$ cat src/rtl/frame_color_locator.sv
// frame_color_locator
// Watches the pixel stream leaving the display path and, once per frame,
// publishes the bounding box, centre and pixel count of every visible pixel
// matching MATCH_COLOR under MATCH_MASK, in the signed display plane
// x = hcount - TOTAL_WIDTH/2, y = TOTAL_HEIGHT - vcount.
//
// Ports
//   vclock, reset            pixel clock, synchronous active-high reset
//   hcount, vcount           raster position of the current pixel
//   vsync (active low), blank, pixel
//   result_ack               consumer has taken the published results
//   result_valid             results held and not yet acknowledged
//   found, box_*, center_*   published region (zero when nothing matched)
//   match_count              saturating matching-pixel count
//   frame_count              publishes so far, wraps
//   overrun                  sticky: a publish overwrote unacknowledged results
//
// state   | meaning
// SYNC    | after reset; partial frame discarded, accumulators held clear
// ACCUM   | accumulating matches of the current frame
// DRAIN   | two cycles letting in-flight matches reach the accumulators
// PUBLISH | load outputs, clear accumulators, back to ACCUM
module frame_color_locator #(
   parameter logic [23:0] MATCH_COLOR  = 24'h00_FF_00,
   parameter logic [23:0] MATCH_MASK   = 24'hFF_FF_FF,
   parameter int          TOTAL_WIDTH  = 1024,
   parameter int          TOTAL_HEIGHT = 768,
   parameter int          COUNT_WIDTH  = 20
) (
   input  logic                    vclock,
   input  logic                    reset,
   input  logic [10:0]             hcount,
   input  logic [9:0]              vcount,
   input  logic                    vsync,
   input  logic                    blank,
   input  logic [23:0]             pixel,
   input  logic                    result_ack,
   output logic                    result_valid,
   output logic                    found,
   output logic signed [11:0]      box_left,
   output logic signed [11:0]      box_right,
   output logic signed [11:0]      box_bottom,
   output logic signed [11:0]      box_top,
   output logic signed [11:0]      center_x,
   output logic signed [11:0]      center_y,
   output logic [COUNT_WIDTH-1:0]  match_count,
   output logic [7:0]              frame_count,
   output logic                    overrun
);

   localparam logic [11:0] HALF_W = 12'(TOTAL_WIDTH / 2);
   localparam logic [11:0] HEIGHT = 12'(TOTAL_HEIGHT);
   localparam logic [COUNT_WIDTH-1:0] CNT_ONE = 1;

   typedef enum logic [1:0] {SYNC, ACCUM, DRAIN, PUBLISH} state_t;

   state_t state_q;
   logic   drain_cnt_q;

   logic                   match_d, match_q, vsync_q;
   logic signed [11:0]     x_d, y_d, x_q, y_q;

   logic                   acc_found_q;
   logic signed [11:0]     acc_xmin_q, acc_xmax_q, acc_ymin_q, acc_ymax_q;
   logic [COUNT_WIDTH-1:0] acc_cnt_q;

   logic                   result_valid_q, found_q, overrun_q;
   logic signed [11:0]     box_left_q, box_right_q, box_bottom_q, box_top_q;
   logic signed [11:0]     center_x_q, center_y_q;
   logic [COUNT_WIDTH-1:0] match_count_q;
   logic [7:0]             frame_count_q;

   logic                   frame_end, acc_en, acc_clr;
   logic signed [12:0]     sum_x_d, sum_y_d;

   assign match_d   = ((pixel & MATCH_MASK) == (MATCH_COLOR & MATCH_MASK)) && !blank;
   assign x_d       = {1'b0, hcount} - HALF_W;
   assign y_d       = HEIGHT - {2'b0, vcount};
   assign frame_end = vsync_q && !vsync;

   assign acc_en  = match_q && ((state_q == ACCUM) || (state_q == DRAIN));
   assign acc_clr = (state_q == SYNC) || (state_q == PUBLISH);

   // Sign-extend into 13 bits so the sum cannot overflow; dropping bit 0 of
   // the signed sum is an arithmetic shift, i.e. floor for negative centres.
   assign sum_x_d = {acc_xmin_q[11], acc_xmin_q} + {acc_xmax_q[11], acc_xmax_q};
   assign sum_y_d = {acc_ymin_q[11], acc_ymin_q} + {acc_ymax_q[11], acc_ymax_q};

   always_ff @(posedge vclock) begin
      if (reset) begin
         match_q <= 1'b0;
         vsync_q <= 1'b0;
         x_q     <= '0;
         y_q     <= '0;
      end else begin
         match_q <= match_d;
         vsync_q <= vsync;
         x_q     <= x_d;
         y_q     <= y_d;
      end
   end

   always_ff @(posedge vclock) begin
      if (reset || acc_clr) begin
         acc_found_q <= 1'b0;
         acc_xmin_q  <= '0;
         acc_xmax_q  <= '0;
         acc_ymin_q  <= '0;
         acc_ymax_q  <= '0;
         acc_cnt_q   <= '0;
      end else if (acc_en) begin
         acc_found_q <= 1'b1;
         if (!acc_found_q || x_q < acc_xmin_q) acc_xmin_q <= x_q;
         if (!acc_found_q || x_q > acc_xmax_q) acc_xmax_q <= x_q;
         if (!acc_found_q || y_q < acc_ymin_q) acc_ymin_q <= y_q;
         if (!acc_found_q || y_q > acc_ymax_q) acc_ymax_q <= y_q;
         if (acc_cnt_q != '1) acc_cnt_q <= acc_cnt_q + CNT_ONE;
      end
   end

   always_ff @(posedge vclock) begin
      if (reset) begin
         state_q        <= SYNC;
         drain_cnt_q    <= 1'b0;
         result_valid_q <= 1'b0;
         found_q        <= 1'b0;
         overrun_q      <= 1'b0;
         box_left_q     <= '0;
         box_right_q    <= '0;
         box_bottom_q   <= '0;
         box_top_q      <= '0;
         center_x_q     <= '0;
         center_y_q     <= '0;
         match_count_q  <= '0;
         frame_count_q  <= '0;
      end else begin
         if (state_q != PUBLISH && result_ack) result_valid_q <= 1'b0;
         unique case (state_q)
            SYNC: begin
               if (frame_end) state_q <= ACCUM;
            end
            ACCUM: begin
               if (frame_end) begin
                  state_q     <= DRAIN;
                  drain_cnt_q <= 1'b1;
               end
            end
            DRAIN: begin
               if (drain_cnt_q == 1'b0) state_q <= PUBLISH;
               else                     drain_cnt_q <= drain_cnt_q - 1'b1;
            end
            PUBLISH: begin
               state_q        <= ACCUM;
               result_valid_q <= 1'b1;
               frame_count_q  <= frame_count_q + 8'd1;
               if (result_valid_q && !result_ack) overrun_q <= 1'b1;
               found_q        <= acc_found_q;
               match_count_q  <= acc_cnt_q;
               if (acc_found_q) begin
                  box_left_q   <= acc_xmin_q;
                  box_right_q  <= acc_xmax_q;
                  box_bottom_q <= acc_ymin_q;
                  box_top_q    <= acc_ymax_q;
                  center_x_q   <= sum_x_d[12:1];
                  center_y_q   <= sum_y_d[12:1];
               end else begin
                  box_left_q   <= '0;
                  box_right_q  <= '0;
                  box_bottom_q <= '0;
                  box_top_q    <= '0;
                  center_x_q   <= '0;
                  center_y_q   <= '0;
               end
            end
            default: state_q <= SYNC;
         endcase
      end
   end

   assign result_valid = result_valid_q;
   assign found        = found_q;
   assign overrun      = overrun_q;
   assign box_left     = box_left_q;
   assign box_right    = box_right_q;
   assign box_bottom   = box_bottom_q;
   assign box_top      = box_top_q;
   assign center_x     = center_x_q;
   assign center_y     = center_y_q;
   assign match_count  = match_count_q;
   assign frame_count  = frame_count_q;

endmodule

$ cat config.mk
export PLATFORM = sky130hd
export DESIGN_NAME = frame_color_locator
export DESIGN_NICKNAME = d
export VERILOG_FILES = /design/src/rtl/frame_color_locator.sv
export SDC_FILE = /design/constraint.sdc
export NUM_CORES = 1
export LEC_CHECK = 0
export CAP_MARGIN = 5
export CORE_UTILIZATION = 35
export CTS_BUF_LIST = sky130_fd_sc_hd__clkbuf_4 sky130_fd_sc_hd__clkbuf_8
export DETAILED_ROUTE_END_ITERATION = 12
export GPL_ROUTABILITY_DRIVEN = 0
export SYNTH_ARGS = -nofsm -noshare
export SYNTH_HDL_FRONTEND = slang
export SYNTH_SLANG_ARGS = --single-unit
$ cat constraint.sdc
create_clock -name vclock -period 3.7 [get_ports vclock]
set_input_delay 0.74 -clock vclock [delete_from_list [all_inputs] [get_ports vclock]]
set_output_delay 0.74 -clock vclock [all_outputs]
set_load 0.05 [all_outputs]
# After elaboration in Yosys (flattened, before gate mapping)
# Index checks and enable logic that the tools add are counted.
# word_totals
ff_bits	201
out_inout_bits	103
word_cells	85
# classes
add_sub_neg	7
n_lt_le_gt_ge	4
eq_ne	9
n_mux	15
reduce_logical	27
# op_table
op	count
two-way mux 12 bit	6
adder 12 x 12 -> 13 bit	2
== test 24 x 16 -> 1 bit (second input constant)	1
greater-than comparator 12 bit	2
< comparator 12 bit	2
adder 20 x 1 -> 20 bit (second input constant)	1
inequality test 20 bit (second input constant)	1
AND reduction 2 bit	7
subtractor 11 x 10 -> 12 bit (second input constant)	1
subtractor 10 x 10 -> 11 bit (first input constant)	1
adder 8 x 1 -> 8 bit (second input constant)	1
inequality test 2 bit (second input constant)	4
one-hot mux 2 bit (4 select lines)	1
logical OR 1 bit	7
two-way mux 2 bit	3
logical AND 1 bit	5
== test 2 bit (second input constant)	2
zero test 1 bit	4
two-way mux 1 bit	4
nonzero test 2 bit	2
AND reduction 3 bit	1
== test 2 x 1 -> 1 bit (second input constant)	1
zero test 2 bit	1
one-hot mux 1 bit (2 select lines)	1
subtractor 1 bit (second input constant)	1

# Logic depth before layout (Yosys ltp)
# depth
ltp_word	4
mapped_depth	9
depth_no_buf	8

# Least setup slack after synthesis
# Ideal clock, no wire load.
# synth_path
path_kind	register -> register
start	register acc_xmax_q[10]
end	register acc_xmax_q[10]
t_arrival_ns	2.107
path_slack_ns	1.521
stages_incl_launch_ff	10
path_buffers	1
period_less_slack_ns	2.179
cell_sequence	dfxtp_1 > inv_1 > ha_1 > a21oi_1 > nand2_1 > a221oi_1 > nor2_1 > nor4_2 > buf_6 > mux2i_1
# synth_via
elab_chain_cells	3
# synth_lines
element	line_no	source
from (decl)	64	logic signed [11:0] acc_xmin_q, acc_xmax_q, acc_ymin_q, acc_ymax_q;
from (signal assigned)	114	if (!acc_found_q || x_q > acc_xmax_q) acc_xmax_q <= x_q;
greater-than comparator 12 bit	114	
logical OR 1 bit	114	
AND reduction 2 bit (no source line)	-	
# No other way between the ends.
# A chain may end at the register's enable or synchronous reset.

# Worst setup path in the final report
# layout_path
start	register frame_count_q[3], in the netlist frame_count[3]
end	output port frame_count[3]
# layout_lines
element	line_no	source
from (decl)	71	logic [7:0] frame_count_q;
from (signal assigned)	155	frame_count_q <= frame_count_q + 8'd1;
to (decl)	47	output logic [7:0] frame_count,
# No word-level cell between the ends.

==> insert_results.sql <==
INSERT INTO impl_metrics (metric_group, metric, value, unit) VALUES
('run_status', 'outcome', 'finished, final reports clean', ''),
('grt', 'global_route.usage.total', '0.178', ''),
('route', 'drcViolationCount', '0', ''),
('synthesis', 'async_flop_share', '0', ''),
('sta', 'timing.final.max_slew_violations', '0', ''),
('clock_tree', 'cts_setup_buffers', '0', ''),
('synthesis', 'syn-num-nets', '1211', ''),
('clock_tree', 'clock-sinks', '196', ''),
('route', 'wire_per_inst', '15.6', 'um'),
('sta', 'setup_repair_after_global_routing_missed_its_margin', 'false', ''),
('clock_tree', 'clock_edge_transition_at_the_registers_on_the_reported_setup_and_hold_paths', '100', 'ps'),
('floorplanning', 'initial_utilization', '0.360', ''),
('power', 'vdd_ir_drop_max', '0.000200', 'V'),
('final_layout', 'syn_to_final_growth', '23.1', '%'),
('final_layout', 'layout_commonest_cell', 'sky130_fd_sc_hd__dfxtp_1', ''),
('worst_setup_path', 'cpPeakStageDelay', '840', 'ps'),
('route', 'dr.first_iter.drc_count', '597', ''),
('job', 'max_cap_violations', '0', ''),
('clock_tree', 'cts_hold_repair.buffers', '0', ''),
('clock_tree', 'cts_tree', 'built', ''),
('worst_setup_path', 'worstPathArrival', '1720', 'ps'),
('placed_design', 'dp.final_hpwl', '17900', 'um'),
('synthesis', 'ys_seq_elements', '196', ''),
('sta', 'post-route-min-period', '2460', 'ps'),
('final_layout', 'ant_diodes', '0', ''),
('clock_tree', 'htree_num_levels', '4', ''),
('route', 'route.vias.total', '7966', ''),
('floorplanning', 'fp.dieArea', '27800', 'um2'),
('synthesis', 'synthFlopType', 'sky130_fd_sc_hd__dfxtp_1', ''),
('route', 'route.final.wire_length', '24400', 'um'),
('route', 'dr_wl_met3', '1370', 'um'),
('sta', 'fmaxAchievable', '406', 'MHz'),
('clock_tree', 'cts_buf_count', '17', ''),
('worst_setup_path', 'crit_chain', 'clkdlybuf4s50_1', ''),
('hold_path', 'tightest_hold_check_type', 'reg2reg', ''),
('sta', 'finalHoldViolCount', '0', ''),
('sta', 'max_slew.worst_pin.slew', '1040', 'ps'),
('route', 'top_signal_layer_used', 'met4', ''),
('worst_setup_path', 'worstPathBufferInverterCount', '1', ''),
('final_layout', 'layout_cell_share_with_drive_strength_beyond_1', '0.0458', ''),
('synthesis', 'number_of_warning_messages_in_the_yosys_log', '0', ''),
('sta', 'setup_total_negative_slack', '0', 'ps'),
('worst_setup_path', 'ff2ff_setup_slack', '1250', 'ps'),
('worst_setup_path', 'timing.critical_path.max_delay_family', 'buffers and inverters', ''),
('sta', 'timing.slew.headroom', '0.305', ''),
('sta', 'finalSetupViolCount', '0', ''),
('worst_setup_path', 'timing.critical_path.slowest_stage_cell', 'sky130_fd_sc_hd__clkdlybuf4s50_1', ''),
('synthesis', 'synth_edf_count', '0', ''),
('final_layout', 'final_cell_area', '11700', 'um2'),
('clock_tree', 'clockRootBuffer', 'sky130_fd_sc_hd__clkbuf_8', ''),
('floorplanning', 'width_of_the_die', '167', 'um'),
('worst_setup_path', 'timing.critical_path.required', '2960', 'ps'),
('grt', 'largest_net_degree_at_the_start_of_global_routing', '76', ''),
('floorplanning', 'dieHeight', '167', 'um'),
('grt', 'antenna_violations_before_repair', '1', ''),
('worst_setup_path', 'path_max_fanout', '5', ''),
('final_layout', 'final_nets', '1336', ''),
('synthesis', 'post_synth.cell_area_avg', '8.74', 'um2'),
('grt', 'globalRouteOverflowTotal', '0', ''),
('synthesis', 'yosys.cell_types.count', '62', ''),
('clock_tree', 'cts.path.max_buffers', '2', ''),
('clock_tree', 'worstSkewPairLatency', '470', 'ps'),
('sta', 'min_period_over_period', '0.666', ''),
('worst_setup_path', 'crit_path_start_kind', 'flip-flop', ''),
('route', 'remaining_antenna_violation_count', '0', ''),
('route', 'wl_met1', '12200', 'um'),
('final_layout', 'final_cell_mix', '196 x sky130_fd_sc_hd__dfxtp_1, 154 x sky130_fd_sc_hd__nor2_1, 151 x sky130_fd_sc_hd__clkdlybuf4s50_1', ''),
('grt', 'number_of_global_route_vias_before_repair', '7628', ''),
('synthesis', 'post_synth_inst_count', '1085', ''),
('worst_setup_path', 'timing.critical_path.to_type', 'output pin', ''),
('placed_design', 'io_buffer_count', '152', '');
==> cell usage after synthesis, types with 3 or more instances <==
library cell,n,area [um2]
sky130_fd_sc_hd__a21o_1,11,82.6
sky130_fd_sc_hd__nor4_1,4,25.0
sky130_fd_sc_hd__o21a_1,7,52.6
sky130_fd_sc_hd__dfxtp_1,196,3920
sky130_fd_sc_hd__or3_1,8,50.1
sky130_fd_sc_hd__a221oi_1,3,26.3
sky130_fd_sc_hd__nor2_1,154,578
sky130_fd_sc_hd__a22o_1,5,43.8
sky130_fd_sc_hd__nor4b_1,4,35.0
sky130_fd_sc_hd__xnor2_1,12,105
sky130_fd_sc_hd__clkbuf_1,39,146
sky130_fd_sc_hd__o311ai_0,12,105
sky130_fd_sc_hd__a21oi_1,53,265
sky130_fd_sc_hd__o31ai_1,3,22.5
sky130_fd_sc_hd__mux2i_1,55,551
sky130_fd_sc_hd__nand4_1,20,125
sky130_fd_sc_hd__buf_4,3,22.5
sky130_fd_sc_hd__nor3_1,22,110
sky130_fd_sc_hd__or4_1,3,22.5
sky130_fd_sc_hd__nor2b_1,18,113
sky130_fd_sc_hd__o21ai_0,23,115
sky130_fd_sc_hd__inv_1,65,244
sky130_fd_sc_hd__ha_1,74,926
sky130_fd_sc_hd__nand2b_1,10,62.6
sky130_fd_sc_hd__nand3_1,31,155
sky130_fd_sc_hd__a32o_1,6,60.1
sky130_fd_sc_hd__xor2_1,24,210
sky130_fd_sc_hd__a211oi_1,6,45.0
sky130_fd_sc_hd__and3_1,5,31.3
sky130_fd_sc_hd__nand2_1,103,387
sky130_fd_sc_hd__buf_1,12,45.0
sky130_fd_sc_hd__a22oi_1,47,353
sky130_fd_sc_hd__and2_1,7,43.8
==> power by group <==
part	switching [W]	total [W]	leakage, nW	internal [W]
clock network	0.000761	0.00135	0.195	0.000587
logic	0.000298	0.000475	2.56	0.000177
registers	0.0000288	0.00216	1.58	0.00213
total	0.00109	0.00399	4.34	0.00290
==> sequential cells by signal, indices dropped and copies added, names as in the netlist, 12 cells and up <==
signal       count
center_x        12
acc_xmax_q      12
x_q             12
box_left        12
center_y        12
acc_xmin_q      12
match_count     20
acc_cnt_q       20
box_right       12
==> cell families after synthesis <==
| logic type | count (synthesis) | synth area share |
|---|---|---|
| compound gates | 202 | 0.150 |
| xor+xnor | 36 | 0.0332 |
| fa+ha+maj | 76 | 0.102 |
| buf+inv | 122 | 0.0505 |
| flops | 196 | 0.414 |
| mux | 55 | 0.0580 |
| simple gates | 398 | 0.193 |
==> routing by layer <==
layer,GRT usage,vias to the layer above
met2,0.270,193
li1,-,4043
met1,0.247,3715
met5,0,-
met4,0.0515,0
met3,0.0440,15
==> metrics by stage <==
step / util / power (W) / hold WS (ps) / cells / setup slack (ps)
6_report: 0.443 / 0.00399 / 481 / 1558 / 1240
5_1_grt: 0.443 / 0.00418 / 493 / 1558 / 886
4_1_cts: 0.443 / 0.00402 / 484 / 1558 / 1200
3_5_place_dp: 0.429 / 0.00269 / 461 / 1526 / 1180
3_3_place_gp: 0.429 / 0.00268 / 458 / 1526 / 1210
2_1_floorplan: - / 0.00251 / 449 / 1085 / 1520
==> path summary, 6_finish.rpt <==
check | to | cells past startpoint | startpoint
setup / recovery | frame_count[3] | 1 | frame_count[3]
hold reg to reg | center_x[6] | 1 | center_x[6]
hold / removal | center_x[6] | 1 | center_x[6]
setup reg to reg | acc_cnt_q[19] | 8 | state_q[0]
==> cell type report <==
cell class	instances	area (um2)
repair buffers	163	1610
inverters	65	244
well taps	335	419
fillers	2554	14700
clock inverters	11	98.8
flip-flops and latches	196	3920
multi-input cells	767	5100
clock buffers	21	277
Power figures use the tool's default switching activity.
